File: src/rtl/mux_scan_collector_pkg.sv
// Shared types and constants for the mux scan collector.
// Holds the FSM encoding, channel/select widths and the output word type.
package mux_scan_collector_pkg;

  localparam int SCAN_NUM_CH = 8;
  localparam int SCAN_SEL_W  = 3;
  localparam int SCAN_CNT_W  = 8;

  typedef enum logic [1:0] {
    ST_IDLE = 2'd0,
    ST_SCAN = 2'd1,
    ST_HOLD = 2'd2
  } state_t;

  typedef logic [SCAN_NUM_CH-1:0] word_t;

endpackage

File: src/rtl/mux_scan_outreg.sv
// Single-entry valid/ready output register with completed-word counter.
// Ports: clock, reset, load/word in, ready in; free, valid, bits, count out.
module mux_scan_outreg
  import mux_scan_collector_pkg::*;
#(
  parameter int NUM_CH = SCAN_NUM_CH,
  parameter int CNT_W  = SCAN_CNT_W
) (
  input  logic              clock,
  input  logic              reset,
  input  logic              load,
  input  logic [NUM_CH-1:0] word,
  input  logic              ready,
  output logic              free,
  output logic              valid,
  output logic [NUM_CH-1:0] bits,
  output logic [CNT_W-1:0]  count
);

  // Free when empty, or when the held word leaves on this edge.
  assign free = ~valid | ready;

  always_ff @(posedge clock) begin
    if (reset) begin
      valid <= 1'b0;
      bits  <= '0;
      count <= '0;
    end else if (load) begin
      valid <= 1'b1;
      bits  <= word;
      count <= count + 1'b1;
    end else if (ready) begin
      valid <= 1'b0;
    end
  end

endmodule

File: src/rtl/mux_scan_collector.sv
// Steps an 8:1 mux select, packs the sampled bits into a word (bit k =
// channel k) and hands it downstream. Ports: clock, reset, io_start,
// io_continuous, io_sel, io_mux_out, io_busy, io_out_valid/ready/bits,
// io_word_count.
module mux_scan_collector
  import mux_scan_collector_pkg::*;
#(
  parameter int NUM_CH = SCAN_NUM_CH,
  parameter int SEL_W  = SCAN_SEL_W,
  parameter int CNT_W  = SCAN_CNT_W
) (
  input  logic              clock,
  input  logic              reset,
  input  logic              io_start,
  input  logic              io_continuous,
  output logic [SEL_W-1:0]  io_sel,
  input  logic              io_mux_out,
  output logic              io_busy,
  output logic              io_out_valid,
  input  logic              io_out_ready,
  output logic [NUM_CH-1:0] io_out_bits,
  output logic [CNT_W-1:0]  io_word_count
);

  state_t            state;
  state_t            state_n;
  logic [SEL_W-1:0]  idx;
  logic [NUM_CH-1:0] collect;
  logic [NUM_CH-1:0] word;
  logic              last;
  logic              free;
  logic              load;

  assign last   = (idx == SEL_W'(NUM_CH - 1));
  assign io_sel = idx;

  // Collect register with the current sample merged in, so the
  // final bit is part of the word loaded on the completing edge.
  always_comb begin
    word = collect;
    if (state == ST_SCAN) word[idx] = io_mux_out;
  end

  always_ff @(posedge clock) begin
    if (reset) state <= ST_IDLE;
    else       state <= state_n;
  end

  always_comb begin
    state_n = state;
    unique case (state)
      ST_IDLE: begin
        if (io_start) state_n = ST_SCAN;
      end
      ST_SCAN: begin
        if (last) begin
          if (!free)              state_n = ST_HOLD;
          else if (io_continuous) state_n = ST_SCAN;
          else                    state_n = ST_IDLE;
        end
      end
      ST_HOLD: begin
        if (free) begin
          if (io_continuous) state_n = ST_SCAN;
          else               state_n = ST_IDLE;
        end
      end
      default: state_n = ST_IDLE;
    endcase
  end

  always_comb begin
    load    = free &&
              ((state == ST_SCAN && last) ||
               (state == ST_HOLD));
    io_busy = (state != ST_IDLE);
  end

  // Index steps during a scan; it stays at the last
  // channel while a completed word waits in HOLD.
  always_ff @(posedge clock) begin
    if (reset) begin
      idx <= '0;
    end else if (state == ST_SCAN && !last) begin
      idx <= idx + 1'b1;
    end else if (state_n != ST_HOLD) begin
      idx <= '0;
    end
  end

  always_ff @(posedge clock) begin
    if (reset)                 collect <= '0;
    else if (state == ST_SCAN) collect <= word;
  end

  mux_scan_outreg #(
    .NUM_CH (NUM_CH),
    .CNT_W  (CNT_W)
  ) u_outreg (
    .clock (clock),
    .reset (reset),
    .load  (load),
    .word  (word),
    .ready (io_out_ready),
    .free  (free),
    .valid (io_out_valid),
    .bits  (io_out_bits),
    .count (io_word_count)
  );

endmodule

File: config.mk
export PLATFORM = sky130hd
export DESIGN_NAME = mux_scan_collector
export DESIGN_NICKNAME = d
export VERILOG_FILES = /design/src/rtl/mux_scan_collector_pkg.sv /design/src/rtl/mux_scan_outreg.sv /design/src/rtl/mux_scan_collector.sv
export SDC_FILE = /design/constraint.sdc
export NUM_CORES = 1
export LEC_CHECK = 0
export CORE_MARGIN = 10
export CORE_UTILIZATION = 44
export CTS_CLUSTER_DIAMETER = 200
export DETAILED_ROUTE_END_ITERATION = 8
export PLACE_DENSITY_LB_ADDON = 0.12
export REMOVE_ABC_BUFFERS = 1
export SETUP_SLACK_MARGIN = 0.1
export SLEW_MARGIN = 5
export SYNTH_ARGS = -nofsm -noshare
export SYNTH_HDL_FRONTEND = slang
export SYNTH_SLANG_ARGS = --single-unit
File: constraint.sdc
create_clock -name clock -period 1.75 [get_ports clock]
set_input_delay 0.175 -clock clock [delete_from_list [all_inputs] [get_ports clock]]
set_output_delay 0.175 -clock clock [all_outputs]
set_load 0.1 [all_outputs]
==> impl_metrics.tcl <==
set metrics [dict create \
    crit_path_cell_trace "ha_4 > ha_4 > and3b_4 > o2111ai_4 > or3_1 > a21oi_1" \
    core_area_mm2 0.002781 \
    peakVddDrop_mv 0.5954 \
    r2r_cells 6 \
    synth-warning-count 0 \
    wire_per_inst_um 13.89 \
    path_class "reg -> reg" \
    fmax_mhz 624.2 \
    cts.clk_slew.worst_paths_ps 90 \
    grt_max_degree 20 \
    dp_cells 204 \
    tns_ps 0 \
    syn2layout_area_growth_pct 39.94 \
    grt_usage 0.1155 \
    die_area_mm2 0.005509 \
    grt_pass1_vias 1160 \
    path_max_fanout 6 \
    final_area_mm2 0.001810 \
    fin_util 0.6509 \
    min_to "collect[3]$_SDFFE_PP0P_" \
    cts_buffers 5 \
    io_buffers 26 \
    critPathSlowestCell "or3_1" \
    die_w_um 74.23 \
    min_from "collect[3]$_SDFFE_PP0P_" \
    clock-sinks 30 \
    clk_latency_ps 330 \
    synth_area_per_cell_um2 8.801 \
    r2r_slack_ps 150 \
    cts_hold_buf 0 \
    placed_area_mm2 0.001667 \
    ys_seq_area_frac 0.4642 \
    clock_path_buffers 2 \
    vias_per_cell 5.526 \
    hpwlAfterDp_um 2256 \
    finClkSkew_ps 10.01 \
    leakagePower_nw 0.6698 \
    end_kind "register" \
    r2r_start "io_sel[1]$_SDFFE_PP0P_" \
    netlist_area_mm2 0.001294 \
    cts_tree "built" \
    outcome "finished clean" \
    whs_path_depth 2 \
    min_period_ps 1602 \
    antenna_found_initial 0 \
    synth-seq-cells 30 \
    final_common_cell "dfxtp_1" \
    ys_types 33 \
    cts_max_level 2 \
    vias 1177 \
    pwr_density_cell_mw_per_mm2 714.7 \
    slew_headroom 0.7303 \
    worstPathArrival_ps 1860 \
    pre_cts_ws_ps 27.15 \
    ioPinCount 27 \
    die_h_um 74.23 \
    final_max_slew_viol_count 0 \
    finalSetupViolCount 0 \
    rr_endpoint "u_outreg.count[6]$_SDFFE_PP0P_" \
    synthCells 147 \
    row_count 19 \
    final_nets 190 \
    rsz0062_at_grt "false" \
    root_buffer "clkbuf_4" \
    worst_slack_ps 148.1 \
    drv_cap 0 \
    gp_congestion 0.7537 \
    hold_path_class "reg -> reg" \
    holdWs_ps 491.6 \
    routed_wl_um 2959 \
    ant_nets 0 \
    crit_top_cell "ha_4" \
    drc 0 \
    finalPower_mw 1.294 \
    worst_pin_slew_ps 403.2 \
    post-route-period-util 0.9154 \
    initial_core_util 0.4651 \
    cp.required_ps 2010 \
    final_cells 213 \
    worst_path_largest_cell_delay_ps 380 \
    firstDrtPassIters 4 \
    hold_viol 0 \
    grt_pass1_wl_um 5043 \
    startpoint_type "register" \
    diodes 0 \
    drive_gt1_frac 0.3022 \
    drt_iter0_drc 46 \
    overflow 0 \
    final_cell_mix "27 x dfxtp_1, 24 x nor2_1, 23 x buf_4" \
]
-- worst max-delay path, delay by kind of cell (launching register included) --
| family | cells | cell delay (ps) |
|---|---|---|
| compound gates | 2 | 260 |
| flops | 1 | 370 |
| fa+ha+maj | 2 | 280 |
| simple gates | 2 | 620 |
-- what timing repair did --
item / in CTS / in global routing
pin swaps: 3 / 7
endpoints found under the setup margin: 15 / 16
gates resized for setup: 4 / 10
setup buffers: 1 / 0
-- per-layer routing --
metal  GRT usage  routed length (µm)
met1      0.1240                1305
met2      0.1903                1421
met3     0.04920                 185
met4     0.05894                  47
met5           0                   0
-- worst max-delay path by stage --
| stage | startpoint | end | slack [ps] | cells after the start |
|---|---|---|---|---|
| after floorplan | io_sel[0]$_SDFFE_PP0P_ | u_outreg.count[2]$_SDFFE_PP0P_ | -950 | 6 |
| after global placement | io_sel[0]$_SDFFE_PP0P_ | u_outreg.bits[6]$_SDFFE_PP0P_ | 110 | 7 |
| after detailed placement | io_sel[1]$_SDFFE_PP0P_ | u_outreg.bits[6]$_SDFFE_PP0P_ | 30 | 7 |
| after CTS | io_sel[0]$_SDFFE_PP0P_ | u_outreg.count[6]$_SDFFE_PP0P_ | 100 | 6 |
| after global routing | io_sel[1]$_SDFFE_PP0P_ | u_outreg.count[6]$_SDFFE_PP0P_ | 90 | 6 |
| final | io_sel[1]$_SDFFE_PP0P_ | u_outreg.count[6]$_SDFFE_PP0P_ | 150 | 6 |
-- registers in the layout, indices dropped and copies added (netlist names) --
register	flops
u_outreg.valid	1
io_sel	3
collect	8
u_outreg.bits	8
u_outreg.count	8
state	2
-- report_power, final --
part	internal (mW)	switching [mW]	leakage [nW]
Clock	0.274	0.227	0.0446
Combinational	0.0408	0.0566	0.382
Sequential	0.688	0.00694	0.243
Total	1.00	0.291	0.670
-- area by class of cell --
class                   count  area (µm²)
well taps                  31       38.79
repair buffers             36       382.9
multi-input cells         108       705.7
fillers                   236       970.9
flip-flops and latches     30       604.3
clock buffers               8       78.83
-- cells in the mapped netlist, drive strengths merged --
cell     number  area [µm²]
dfxtp        30       600.6
nor2         24       90.09
a21oi        15       75.07
or3           9       56.30
a211oi        8       60.06
nand2         8       30.03
o21ai         8       40.03
nand2b        6       37.54
clkbuf        5       18.77
buf           4       22.52
ha            3       37.54
nor3          3       15.01
o21a          3       22.52
a22o          2       17.52
nand3         2       10.01
or4           2       15.01
a211o         1       8.760
a21o          1       7.510
a31o          1       8.760
and2          1       6.260
and3b         1       12.51
mux2          1       11.26
nand3b        1       7.510
nand4         1       6.260
nand4b        1       8.760
nand4bb       1       11.26
nor2b         1       6.260
nor4b         1       8.760
o2111ai       1       26.28
or2           1       6.260
xnor2         1       8.760
-- logic make-up after synthesis --
kind of cell,share of synthesized area
AOI/OAI and AO/OA,0.2060
DFF,0.4642
xor gates and xnor gates,0.006771
buffers and inverters,0.03192
adders and majority gates,0.02902
and+or+nand+nor,0.2534
muxes,0.008703
No activity file was read; power rests on OpenSTA's default activity.
